File: config.mk
export PLATFORM = sky130hd
export DESIGN_NAME = pad_debounce
export DESIGN_NICKNAME = d
export VERILOG_FILES = /design/src/rtl/pad_debounce_pkg.sv /design/src/rtl/pad_debounce_sync_2ff.sv /design/src/rtl/pad_debounce.sv
export SDC_FILE = /design/constraint.sdc
export NUM_CORES = 1
export LEC_CHECK = 0
export ABC_AREA = 1
export BUFFER_PORTS_ARGS = -buffer_cell sky130_fd_sc_hd__clkbuf_2
export CAP_MARGIN = 10
export CORE_AREA = 3 3 69 71
export CTS_CLUSTER_DIAMETER = 200
export CTS_CLUSTER_SIZE = 30
export DETAILED_ROUTE_END_ITERATION = 16
export DIE_AREA = 0 0 72 74
export PLACE_DENSITY = 0.71
export REMOVE_ABC_BUFFERS = 1
export SYNTH_ARGS = -nofsm -noshare
export SYNTH_HDL_FRONTEND = slang
export SYNTH_HIERARCHICAL = 1
export SYNTH_SLANG_ARGS = --single-unit
File: constraint.sdc
create_clock -name i_clk -period 1.76 [get_ports i_clk]
set_input_delay 0.088 -clock i_clk [delete_from_list [all_inputs] [get_ports i_clk]]
set_output_delay 0.088 -clock i_clk [all_outputs]
set_load 0.02 [all_outputs]
File: src/rtl/pad_debounce_pkg.sv
// Shared types and 48 MHz defaults for the pad debounce slice.
// Long-press detection is enabled by defining PAD_LONG_PRESS_EN.
package pad_debounce_pkg;

  typedef enum logic [1:0] {
    StReleased   = 2'd0,
    StChkPress   = 2'd1,
    StPressed    = 2'd2,
    StChkRelease = 2'd3
  } pad_state_e;

  localparam int unsigned DefClkFreq        = 48_000_000;
  localparam int unsigned DefDebounceCycles = 480_000;
  localparam int unsigned DefHoldCycles     = 48_000_000;

  function automatic int unsigned max_u(input int unsigned a, input int unsigned b);
    return (a > b) ? a : b;
  endfunction

endpackage

File: src/rtl/pad_debounce_sync_2ff.sv
// Two-flop synchroniser with asynchronous reset to a selectable level.
// Used by pad_debounce to bring the raw pad into the i_clk domain.
module sync_2ff #(
  parameter bit RESET_VAL = 1'b0
) (
  input  logic i_clk,
  input  logic i_rst,
  input  logic i_d,
  output logic o_q
);

  logic r_meta;
  logic r_sync;

  always_ff @(posedge i_clk or posedge i_rst) begin
    if (i_rst) begin
      r_meta <= RESET_VAL;
      r_sync <= RESET_VAL;
    end else begin
      r_meta <= i_d;
      r_sync <= r_meta;
    end
  end

  assign o_q = r_sync;

endmodule

File: src/rtl/pad_debounce.sv
// Conditions a raw pad into a debounced level plus press/release (and optional long-press) strobes.
// Define PAD_LONG_PRESS_EN to build the hold counter and drive o_long.
module pad_debounce
  import pad_debounce_pkg::*;
#(
  parameter int unsigned CLK_FREQ        = DefClkFreq,
  parameter int unsigned DEBOUNCE_CYCLES = CLK_FREQ / 100,
  parameter bit          ACTIVE_LOW      = 1'b1,
  parameter int unsigned HOLD_CYCLES     = CLK_FREQ
) (
  input  logic i_clk,
  input  logic i_rst,
  input  logic i_pad,
  output logic o_level,
  output logic o_press,
  output logic o_release,
  output logic o_long
);

  localparam int unsigned    CntW    = $clog2(max_u(DEBOUNCE_CYCLES, HOLD_CYCLES) + 1);
  localparam logic [CntW-1:0] CntLast = CntW'(DEBOUNCE_CYCLES - 1);
  localparam logic [CntW-1:0] CntMax  = {CntW{1'b1}};

  logic w_pad_sync;
  logic w_s;

  // Reset the synchroniser to the idle pad level so no press is seen after reset.
  sync_2ff #(
    .RESET_VAL(ACTIVE_LOW)
  ) u_sync (
    .i_clk(i_clk),
    .i_rst(i_rst),
    .i_d  (i_pad),
    .o_q  (w_pad_sync)
  );

  assign w_s = ACTIVE_LOW ? ~w_pad_sync : w_pad_sync;

  pad_state_e      r_state, w_state_next;
  logic [CntW-1:0] r_cnt, w_cnt_next;
  logic            r_level, w_level_next;
  logic            r_press, w_press_next;
  logic            r_release, w_release_next;
  logic [CntW-1:0] w_cnt_inc;

  assign w_cnt_inc = (r_cnt == CntMax) ? r_cnt : r_cnt + 1'b1;

  always_comb begin
    w_state_next   = r_state;
    w_cnt_next     = r_cnt;
    w_level_next   = r_level;
    w_press_next   = 1'b0;
    w_release_next = 1'b0;
    unique case (r_state)
      StReleased: begin
        if (w_s) begin
          w_state_next = StChkPress;
          w_cnt_next   = CntW'(1);
        end
      end
      StChkPress: begin
        if (!w_s) begin
          w_state_next = StReleased;
          w_cnt_next   = '0;
        end else if (r_cnt == CntLast) begin
          w_state_next = StPressed;
          w_cnt_next   = '0;
          w_level_next = 1'b1;
          w_press_next = 1'b1;
        end else begin
          w_cnt_next = w_cnt_inc;
        end
      end
      StPressed: begin
        if (!w_s) begin
          w_state_next = StChkRelease;
          w_cnt_next   = CntW'(1);
        end
      end
      StChkRelease: begin
        if (w_s) begin
          w_state_next = StPressed;
          w_cnt_next   = '0;
        end else if (r_cnt == CntLast) begin
          w_state_next   = StReleased;
          w_cnt_next     = '0;
          w_level_next   = 1'b0;
          w_release_next = 1'b1;
        end else begin
          w_cnt_next = w_cnt_inc;
        end
      end
      default: begin
        w_state_next = StReleased;
        w_cnt_next   = '0;
      end
    endcase
  end

  always_ff @(posedge i_clk or posedge i_rst) begin
    if (i_rst) begin
      r_state   <= StReleased;
      r_cnt     <= '0;
      r_level   <= 1'b0;
      r_press   <= 1'b0;
      r_release <= 1'b0;
    end else begin
      r_state   <= w_state_next;
      r_cnt     <= w_cnt_next;
      r_level   <= w_level_next;
      r_press   <= w_press_next;
      r_release <= w_release_next;
    end
  end

  assign o_level   = r_level;
  assign o_press   = r_press;
  assign o_release = r_release;

`ifdef PAD_LONG_PRESS_EN
  localparam logic [CntW-1:0] HoldLimit = CntW'(HOLD_CYCLES - DEBOUNCE_CYCLES);

  logic [CntW-1:0] r_hold, w_hold_next;
  logic            r_long, w_long_next;

  // Hold count freezes in StChkRelease and saturates at HoldLimit, giving one pulse per press.
  always_comb begin
    w_hold_next = r_hold;
    w_long_next = 1'b0;
    if (r_state == StChkPress && w_state_next == StPressed) begin
      w_hold_next = '0;
    end else if (r_state == StPressed && w_s && r_hold < HoldLimit) begin
      w_hold_next = r_hold + 1'b1;
      w_long_next = (r_hold == HoldLimit - 1'b1);
    end
  end

  always_ff @(posedge i_clk or posedge i_rst) begin
    if (i_rst) begin
      r_hold <= '0;
      r_long <= 1'b0;
    end else begin
      r_hold <= w_hold_next;
      r_long <= w_long_next;
    end
  end

  assign o_long = r_long;
`else
  assign o_long = 1'b0;
`endif

endmodule

==> impl_metrics.py, run 1 <==
metrics = {
    "power": {
        "netSwitchingFraction": 0.3537,
        "pwr-share-comb": 0.303,
        "p_per_area_nw_per_um2": 785.2,
        "peakVddDrop_uv": 790.0,
        "power.internal_mw": 1.397,
        "p_clk_frac": 0.293,
        "p_sw_uw": 764.4,
        "power_mw": 2.161,
        "seq_power_share": 0.403,
        "leakagePower_nw": 1.345,
    },
    "placement": {
        "dp_hpwl_um": 4804,
        "place_ws_ns": 0.05110,
        "port_buffers": 5,
        "gp_congestion": 0.9302,
        "postPlaceCellArea_sq_um": 2589,
    },
    "worst_setup_path": {
        "cp_top_family": "simple AND/OR/NAND/NOR gates",
        "endpoint_kind": "flop",
        "cp_slowest_cell": "dfrtp_2",
        "crit_fanout": 6,
        "path_buf_inv": 1,
        "cpPeakStageDelay_ns": 0.46,
        "r2r-start": "r_cnt[10]$_DFFE_PP0P_",
        "crit_path_start_kind": "flop",
        "arrival_ns": 1.83,
        "cp.required_ns": 1.92,
        "path_class": "reg -> reg",
        "r2r_cells": 9,
        "path_cells": "buf_4 -> nor2_1 -> nand3_1 -> nor2_2 -> nand2_1 -> nand2_1 -> nand2_1 -> nand2_1 -> o21ai_0",
        "reg2reg_slack_ns": 0.09,
        "path_common_cell": "nand2_1",
    },
    "yosys": {
        "yosys.cell_types.count": 30,
        "yosysTopAreaCellShare": 0.3360,
        "synth_top_family_by_area": "simple AND/OR/NAND/NOR gates",
        "synth_mux_area_frac": 0,
        "synth_area_sq_um": 2308,
        "yosys.area_share.simple": 0.4645,
        "seq_area_frac_synth": 0.3588,
        "synthAdderAreaFrac": 0.005420,
        "synth_area_per_cell_sq_um": 6.672,
        "synth_compound_area_frac": 0.07209,
        "synth_xor_area_frac": 0,
        "synth_area_leaders": "dfrtp_1 (34%), nand2_1 (16%), nand3_1 (12%), inv_1 (6.8%), nor2_1 (5.2%)",
        "yosys.area.top_type": "dfrtp_1",
        "yosysWarnings": 6,
        "ys_ff_latch": 33,
        "synthCells": 346,
    },
    "floorplan": {
        "die_w_um": 72,
        "rows": 24,
        "pin_count": 7,
        "core_area_sq_um": 4294,
        "start_util": 0.5376,
        "dieArea_sq_um": 5328,
        "die-height_um": 74,
    },
    "timing": {
        "clock_skew_ns": 0.008548,
        "worst_slack_ns": 0.09338,
        "slew_violations": 0,
        "timing.final.crit_share": 0.9469,
        "final_hold_viol_count": 0,
        "hold_ws_ns": 0.3667,
        "max_freq_mhz": 600.0,
        "finalSetupViolCount": 0,
        "period_needed_ns": 1.667,
    },
    "global_route": {
        "grt-ovfl-total": 0,
        "antenna_found_initial": 0,
        "grt_pass1_wl_um": 10600,
        "grt_pass1_vias": 2305,
        "grt_start_max_net_pins": 32,
        "grt_usage": 0.2556,
    },
    "layout": {
        "syn_to_final_growth_pct": 19.24,
        "fin_nets": 388,
        "final_common_cell": "nand2_1",
        "finalInstanceArea_sq_um": 2753,
        "diodes": 0,
        "layout_common_cells": "nand2_1 (98), nand3_1 (55), inv_1 (41), buf_4 (32)",
        "drive_above_1_share": 0.1896,
    },
    "run_status": {
        "status": "complete, no violations",
    },
    "job": {
        "cap_viol_max_count": 0,
    },
    "min_path": {
        "hold_path_class": "in -> async",
    },
    "cts": {
        "htree_num_levels": 2,
        "clkSlewWorstSetupHoldPaths_ns": 0.07,
        "clock_path_buffers": 2,
        "clock_latency_ns": 0.29,
        "clock-root-buffer": "clkbuf_8",
        "cts_made_buffers": 5,
        "cts_tree": "yes",
        "cts_sinks": 33,
    },
    "route": {
        "drtIter0Drc": 233,
        "wire_per_inst_um": 14.40,
        "drtAntennaViolNets": 0,
        "first_pass_iters": 6,
        "vias": 2465,
        "wl_um": 6292,
        "drt-vias-per-instance": 5.641,
        "drc": 0,
    },
}
[power by group through the flow]
stage	sequential, mW	clock (mW)	combinational, mW
floorplan	0.883	0	0.344
global placement	0.884	0	0.611
detailed placement	0.885	0	0.626
CTS	0.871	0.652	0.630
global route	0.884	0.668	0.741
finish	0.872	0.634	0.655
[cell type report]
class,count,area (sq um)
inverters,42,157.7
clock buffers,7,96.34
fillers,413,1541
flip-flops and latches,33,833.3
well taps,52,65.06
multi-input cells,261,1285
clock inverters,1,5.005
repair buffers,41,310.3
[cells by family after synthesis]
logic type,after synthesis
AOI/OAI and AO/OA,31
adders and majority gates,1
buffers and inverters,52
DFF,33
other,1
and+or+nand+nor,228
[synthesized netlist by cell type]
master / count
a21bo_2: 1
nand4_1: 18
conb_1: 1
nor4_1: 1
nor3_1: 10
nand2_2: 3
o21ai_1: 9
nand3_4: 1
and2_1: 1
dfstp_2: 2
o21ai_0: 5
nand3b_1: 3
buf_6: 3
nor2_4: 1
o211ai_1: 2
nor2_2: 1
inv_1: 42
nor2_1: 32
buf_2: 3
clkbuf_1: 3
nand2_1: 98
nand2_4: 1
nor2_8: 2
a21oi_1: 13
or2_1: 1
o22ai_1: 1
ha_1: 1
nand3_1: 55
dfrtp_1: 31
buf_4: 1
[worst register-to-register path, stage by stage (launching register included)]
cell and delay, ns:
dfrtp_2 0.46, buf_4 0.16, nor2_1 0.12, nand3_1 0.13, nor2_2 0.18, nand2_1 0.12, nand2_1 0.12, nand2_1 0.10
nand2_1 0.07, o21ai_0 0.08
[registers in the layout (all words and copies together), names as in the netlist, named ones only]
register	cells
o_press	1
o_release	1
u_sync/o_q	1
o_level	1
u_sync/r_meta	1
r_cnt	26
r_state	1
[routing by layer]
layer  track usage  up-vias  share of wire
li1              -     1211              -
met3       0.04459       17          0.045
met5             0        -              0
met4       0.09395        0          0.018
met2        0.4388       82           0.49
met1        0.3246     1155           0.44
[how the worst max path moves through the flow]
stage          slack [ns]  cells after the start             startpoint                     to
2_1_floorplan       -0.61                      6   u_sync/o_q$_DFF_PP1_   r_cnt[0]$_DFFE_PP0P_
3_3_place_gp         0.13                      9   r_cnt[0]$_DFFE_PP0P_  r_cnt[24]$_DFFE_PP0P_
3_5_place_dp         0.05                      9   r_cnt[0]$_DFFE_PP0P_   r_cnt[4]$_DFFE_PP0P_
4_1_cts              0.03                      9   r_cnt[0]$_DFFE_PP0P_   r_cnt[4]$_DFFE_PP0P_
5_1_grt             -0.01                      9  r_cnt[10]$_DFFE_PP0P_                   flop
6_report             0.09                      9  r_cnt[10]$_DFFE_PP0P_                   flop
[through the flow]
step	instances	util	setup TNS (ns)
final	437	0.6410	0
after global placement	425	0.6029	0
after CTS	435	0.6311	0
after global routing	437	0.6410	-0.01431
after detailed placement	425	0.6029	0
after floorplan	336	-	-10.67
[repair_timing]
action | in CTS | in global routing
endpoints found under the setup margin | 0 | 26
buffers inserted | 0 | 1
endpoints found under the hold margin | 34 | 0
hold buffers | 2 | 0
gates resized for setup | 0 | 16
No activity file was read; power rests on OpenSTA's default activity.
==> inputs of run 2 (changes only) <==
CORE_AREA = 4 4 70 72   (was 3 3 69 71)
DIE_AREA = 0 0 74 76   (was 0 0 72 74)
==> impl_metrics.py, run 2 (synthesis gave the netlist of run 1 again) <==
metrics = {
    "run_status": {
        "status": "complete, no violations",
    },
    "timing": {
        "period_needed_ns": 1.661,
        "final_hold_viol_count": 0,
        "timing.final.crit_share": 0.9435,
        "slew_violations": 0,
        "clock_skew_ns": 0.008843,
        "hold_ws_ns": 0.3597,
        "finalSetupViolCount": 0,
        "max_freq_mhz": 602.2,
        "worst_slack_ns": 0.09944,
        "rsz0062_at_grt": "true",
    },
    "job": {
        "cap_viol_max_count": 0,
    },
    "route": {
        "drt-vias-per-instance": 5.658,
        "wl_um": 6270,
        "drc": 0,
        "first_pass_iters": 5,
        "drtIter0Drc": 263,
        "drtAntennaViolNets": 0,
        "vias": 2433,
        "wire_per_inst_um": 14.58,
    },
    "power": {
        "power_mw": 2.318,
        "netSwitchingFraction": 0.3442,
        "p_per_area_nw_per_um2": 850.2,
        "peakVddDrop_uv": 797.1,
        "p_clk_frac": 0.325,
        "p_sw_uw": 797.9,
        "seq_power_share": 0.383,
        "power.internal_mw": 1.520,
        "leakagePower_nw": 1.305,
        "pwr-share-comb": 0.292,
    },
    "layout": {
        "final_common_cell": "nand2_1",
        "drive_above_1_share": 0.1799,
        "top_register": "r_cnt",
        "nFillCells": 398,
        "diodes": 0,
        "syn_to_final_growth_pct": 18.10,
        "fin_nets": 381,
        "post-route-util": 0.6349,
        "finalInstanceArea_sq_um": 2726,
        "largest_reg_flops": 26,
        "layout_common_cells": "nand2_1 (98), nand3_1 (55), inv_1 (41), nor2_1 (27), buf_4 (25)",
    },
    "worst_setup_path": {
        "crit_fanout": 9,
        "cp.required_ns": 1.97,
        "cp_slowest_cell": "dfrtp_1",
        "arrival_ns": 1.87,
        "cp_top_family": "simple AND/OR/NAND/NOR gates",
        "crit_path_start_kind": "flop",
        "cpPeakStageDelay_ns": 0.42,
        "endpoint_kind": "flop",
        "path_class": "reg -> reg",
        "path_common_cell": "nand2_1",
        "path_cells": "or2_1 -> inv_1 -> nand2_1 -> nand2_1 -> inv_1 -> a21oi_2 -> buf_4 -> nand2_1 -> a21oi_1",
        "path_buf_inv": 3,
    },
    "cts": {
        "cts_sinks": 33,
        "clock-root-buffer": "clkbuf_8",
        "cts_made_buffers": 5,
        "clock_path_buffers": 2,
        "clkSlewWorstSetupHoldPaths_ns": 0.07,
        "clock_latency_ns": 0.29,
        "cts_tree": "yes",
        "htree_num_levels": 2,
    },
    "global_route": {
        "grt_pass1_wl_um": 10670,
        "antenna_found_initial": 0,
        "grt_start_max_net_pins": 32,
        "grt_usage": 0.2384,
        "grt-ovfl-total": 0,
        "grt_pass1_vias": 2275,
    },
    "floorplan": {
        "pin_count": 7,
        "start_util": 0.5376,
        "die-height_um": 76,
        "dieArea_sq_um": 5624,
        "rows": 24,
        "core_area_sq_um": 4294,
        "die_w_um": 74,
    },
    "placement": {
        "port_buffers": 5,
        "postPlaceCellArea_sq_um": 2536,
        "place_ws_ns": 0.02723,
        "gp_congestion": 0.9695,
        "dp_hpwl_um": 4612,
    },
    "min_path": {
        "hold_path_class": "reg -> reg",
    },
}
-- run 2: cell type report --
cell class,count,area [sq um],share of cell area
clock inverter,1,30.03,0.01101
multi-input combinational,261,1290,0.4732
clock buffer,7,86.33,0.03167
sequential,33,837.1,0.3070
timing repair buffer,34,260.3,0.09546
tap,52,65.06,0.02386
inverter,42,157.7,0.05782
-- run 2: per-layer routing --
layer	track usage	vias to the layer above	part of all wire
met5	0	-	0
met4	0.07428	0	0.025
li1	-	1199	-
met3	0.05145	17	0.054
met2	0.3830	85	0.49
met1	0.3156	1132	0.43
-- run 2: stage by stage --
stage	setup TNS [ns]	cells
after floorplan	-10.67	336
after global placement	0	418
after detailed placement	0	418
after CTS	0	428
after global routing	-0.01428	430
final	0	430
-- run 2: power groups by stage --
stage | Clock, mW | Sequential (mW) | Combinational (mW)
floorplan | 0 | 0.883 | 0.344
global placement | 0 | 0.883 | 0.609
detailed placement | 0 | 0.890 | 0.625
CTS | 0.773 | 0.875 | 0.628
global route | 0.801 | 0.896 | 0.749
finish | 0.753 | 0.888 | 0.677
-- run 2: path summary, 6_finish.rpt --
kind | startpoint | to | slack [ns] | cells past startpoint
setup reg to reg | flop | r_cnt[12]$_DFFE_PP0P_ | 0.1 | 9
hold / removal | u_sync/r_meta$_DFF_PP1_ | u_sync/o_q$_DFF_PP1_ | 0.36 | 0
max in group asynchronous | i_rst | r_cnt[7]$_DFFE_PP0P_ | 1.00 | 4
min in group asynchronous | i_rst | u_sync/r_meta$_DFF_PP1_ | 0.39 | 3
setup / recovery | flop | r_cnt[12]$_DFFE_PP0P_ | 0.1 | 9
hold reg to reg | u_sync/r_meta$_DFF_PP1_ | u_sync/o_q$_DFF_PP1_ | 0.36 | 0
-- run 2: timing repair --
action	4_1_cts	5_1_grt
setup buffers	0	1
setup endpoints to repair	0	26
hold buffers	2	0
endpoints found under the hold margin	34	0
gates resized for setup	0	19
==> inputs of run 3 (changes only) <==
CAP_MARGIN = default   (was 10)
CORE_AREA = 4 4 68 70   (was 4 4 70 72)
DIE_AREA = 0 0 72 74   (was 0 0 74 76)
PLACE_DENSITY = 0.72   (was 0.71)
clock period = 2.05 ns   (was 1.76 ns; I/O delays follow)
==> impl_metrics.py, run 3 (synthesis gave the netlist of run 1 again) <==
metrics = {
    "cts": {
        "clock_path_buffers": 2,
        "cts_made_buffers": 5,
        "cts_sinks": 33,
        "htree_num_levels": 2,
        "cts_tree": "yes",
        "clkSlewWorstSetupHoldPaths_ns": 0.08,
        "clock-root-buffer": "clkbuf_8",
        "clock_latency_ns": 0.29,
    },
    "global_route": {
        "grt_usage": 0.2491,
        "grt-ovfl-total": 0,
        "grt_start_max_net_pins": 37,
        "grt_pass1_vias": 2312,
        "grt_pass1_wl_um": 10360,
        "antenna_found_initial": 0,
    },
    "route": {
        "drtAntennaViolNets": 0,
        "drtIter0Drc": 229,
        "vias": 2502,
        "drt-vias-per-instance": 5.971,
        "wire_per_inst_um": 14.90,
        "wl_um": 6244,
        "first_pass_iters": 5,
        "drc": 0,
    },
    "timing": {
        "rsz0062_at_grt": "true",
        "max_freq_mhz": 524.6,
        "slew_violations": 0,
        "final.setup.tns_ns": 0,
        "clock_skew_ns": 0.008453,
        "timing.final.crit_share": 0.9298,
        "final_hold_viol_count": 0,
        "period_needed_ns": 1.906,
        "finalSetupViolCount": 0,
        "hold_ws_ns": 0.3610,
    },
    "power": {
        "p_per_area_nw_per_um2": 705.4,
        "peakVddDrop_uv": 922.0,
        "leakagePower_nw": 1.260,
    },
    "worst_setup_path": {
        "endpoint_kind": "flop",
        "cp_slowest_cell": "dfrtp_1",
        "crit_path_start_kind": "flop",
        "cp.required_ns": 2.21,
        "arrival_ns": 2.06,
        "cpPeakStageDelay_ns": 0.41,
        "path_class": "reg -> reg",
        "path_cells": "ha_1 -> inv_1 -> nor2_8 -> nand2_4 -> nor2_8 -> nand3_4 -> nand2_1 -> nand2_1 -> nand3_1 -> o21ai_1",
        "crit_fanout": 18,
    },
    "layout": {
        "top_register": "r_cnt",
        "regArea_sq_um": 828.3,
        "largest_reg_flops": 26,
        "drive_above_1_share": 0.1247,
        "nFillCells": 334,
        "syn_to_final_growth_pct": 13.55,
        "multi_input_area_sq_um": 1285,
        "layout_common_cells": "nand2_1 (98), nand3_1 (54), inv_1 (42), nor2_1 (31), dfrtp_1 (31)",
        "fin_nets": 372,
        "final_common_cell": "nand2_1",
        "diodes": 0,
    },
    "floorplan": {
        "start_util": 0.5813,
        "die_w_um": 72,
        "core_area_sq_um": 3971,
        "rows": 23,
        "dieArea_sq_um": 5328,
        "pin_count": 7,
        "die-height_um": 74,
    },
    "run_status": {
        "status": "complete, no violations",
    },
    "placement": {
        "dp_hpwl_um": 4419,
        "port_buffers": 5,
        "gp_congestion": 0.9501,
    },
    "job": {
        "cap_viol_max_count": 0,
    },
    "min_path": {
        "hold_path_class": "reg -> reg",
    },
}
[run 3: changes by cell type in the layout (fill, tap and decap cells not counted), sizes merged]
cell      previous run  this run
buf                 26        17
clkinv               0         1
nand3               56        57
clkinvlp             0         1
clkbuf              13        10
[run 3: path summary, 6_finish.rpt]
| check | from | end | slack (ns) | cells after the start |
|---|---|---|---|---|
| max in group asynchronous | i_rst | r_cnt[16]$_DFFE_PP0P_ | 1.30 | 4 |
| max reg2reg | r_cnt[1]$_DFFE_PP0P_ | r_cnt[16]$_DFFE_PP0P_ | 0.14 | 10 |
| min | u_sync/r_meta$_DFF_PP1_ | u_sync/o_q$_DFF_PP1_ | 0.36 | 0 |
| min reg2reg | u_sync/r_meta$_DFF_PP1_ | u_sync/o_q$_DFF_PP1_ | 0.36 | 0 |
| max | r_cnt[1]$_DFFE_PP0P_ | r_cnt[16]$_DFFE_PP0P_ | 0.14 | 10 |
| min in group asynchronous | i_rst | u_sync/o_q$_DFF_PP1_ | 0.39 | 3 |
[run 3: power breakdown]
part           leakage, nW  switching (mW)  internal (mW)
Combinational        0.757           0.319          0.137
Clock               0.0543           0.268          0.364
Sequential           0.448          0.0632          0.698
Total                 1.26           0.650           1.20
[run 3: area by class of cell]
| type | count | area share |
|---|---|---|
| clock inverters | 3 | 0.01766 |
| well taps | 50 | 0.02387 |
| clock buffers | 5 | 0.02625 |
| repair buffers | 24 | 0.06587 |
| inverters | 42 | 0.06014 |
| flip-flops and latches | 33 | 0.3160 |
| multi-input cells | 262 | 0.4902 |
[run 3: layer usage]
layer  part of all wire  track usage
met1               0.44       0.3139
met2               0.46       0.4102
met3              0.067      0.05946
met4              0.032       0.1106
met5                  0            0
[run 3: through the flow]
| step | power, mW | cell area, sq um | setup slack [ns] | utilization | cells |
|---|---|---|---|---|---|
| after floorplan | 1.053 | 2241 | -0.3193 | - | 336 |
| after global placement | 1.217 | 2461 | 0.1291 | 0.6197 | 408 |
| after detailed placement | 1.224 | 2461 | 0.07084 | 0.6197 | 408 |
| after CTS | 1.854 | 2596 | 0.06656 | 0.6537 | 418 |
| after global routing | 1.960 | 2621 | -0.01058 | 0.6601 | 419 |
| final | 1.849 | 2621 | 0.1438 | 0.6601 | 419 |
[run 3: what timing repair did]
action / 4_1_cts / 5_1_grt
setup endpoints to repair: 0 / 20
hold buffers: 2 / 0
resized for setup: 0 / 3
hold endpoints to repair: 34 / 0
setup buffers: 0 / 0
[run 3: critical path, delay by kind of cell, from the launching register on]
kind / cells / cell delay [ns]
buffers and inverters: 1 / 0.11
flip-flops: 1 / 0.41
AO/OA/AOI/OAI: 1 / 0.08
adder cells (fa/ha/maj): 1 / 0.21
AND/OR/NAND/NOR: 7 / 0.95
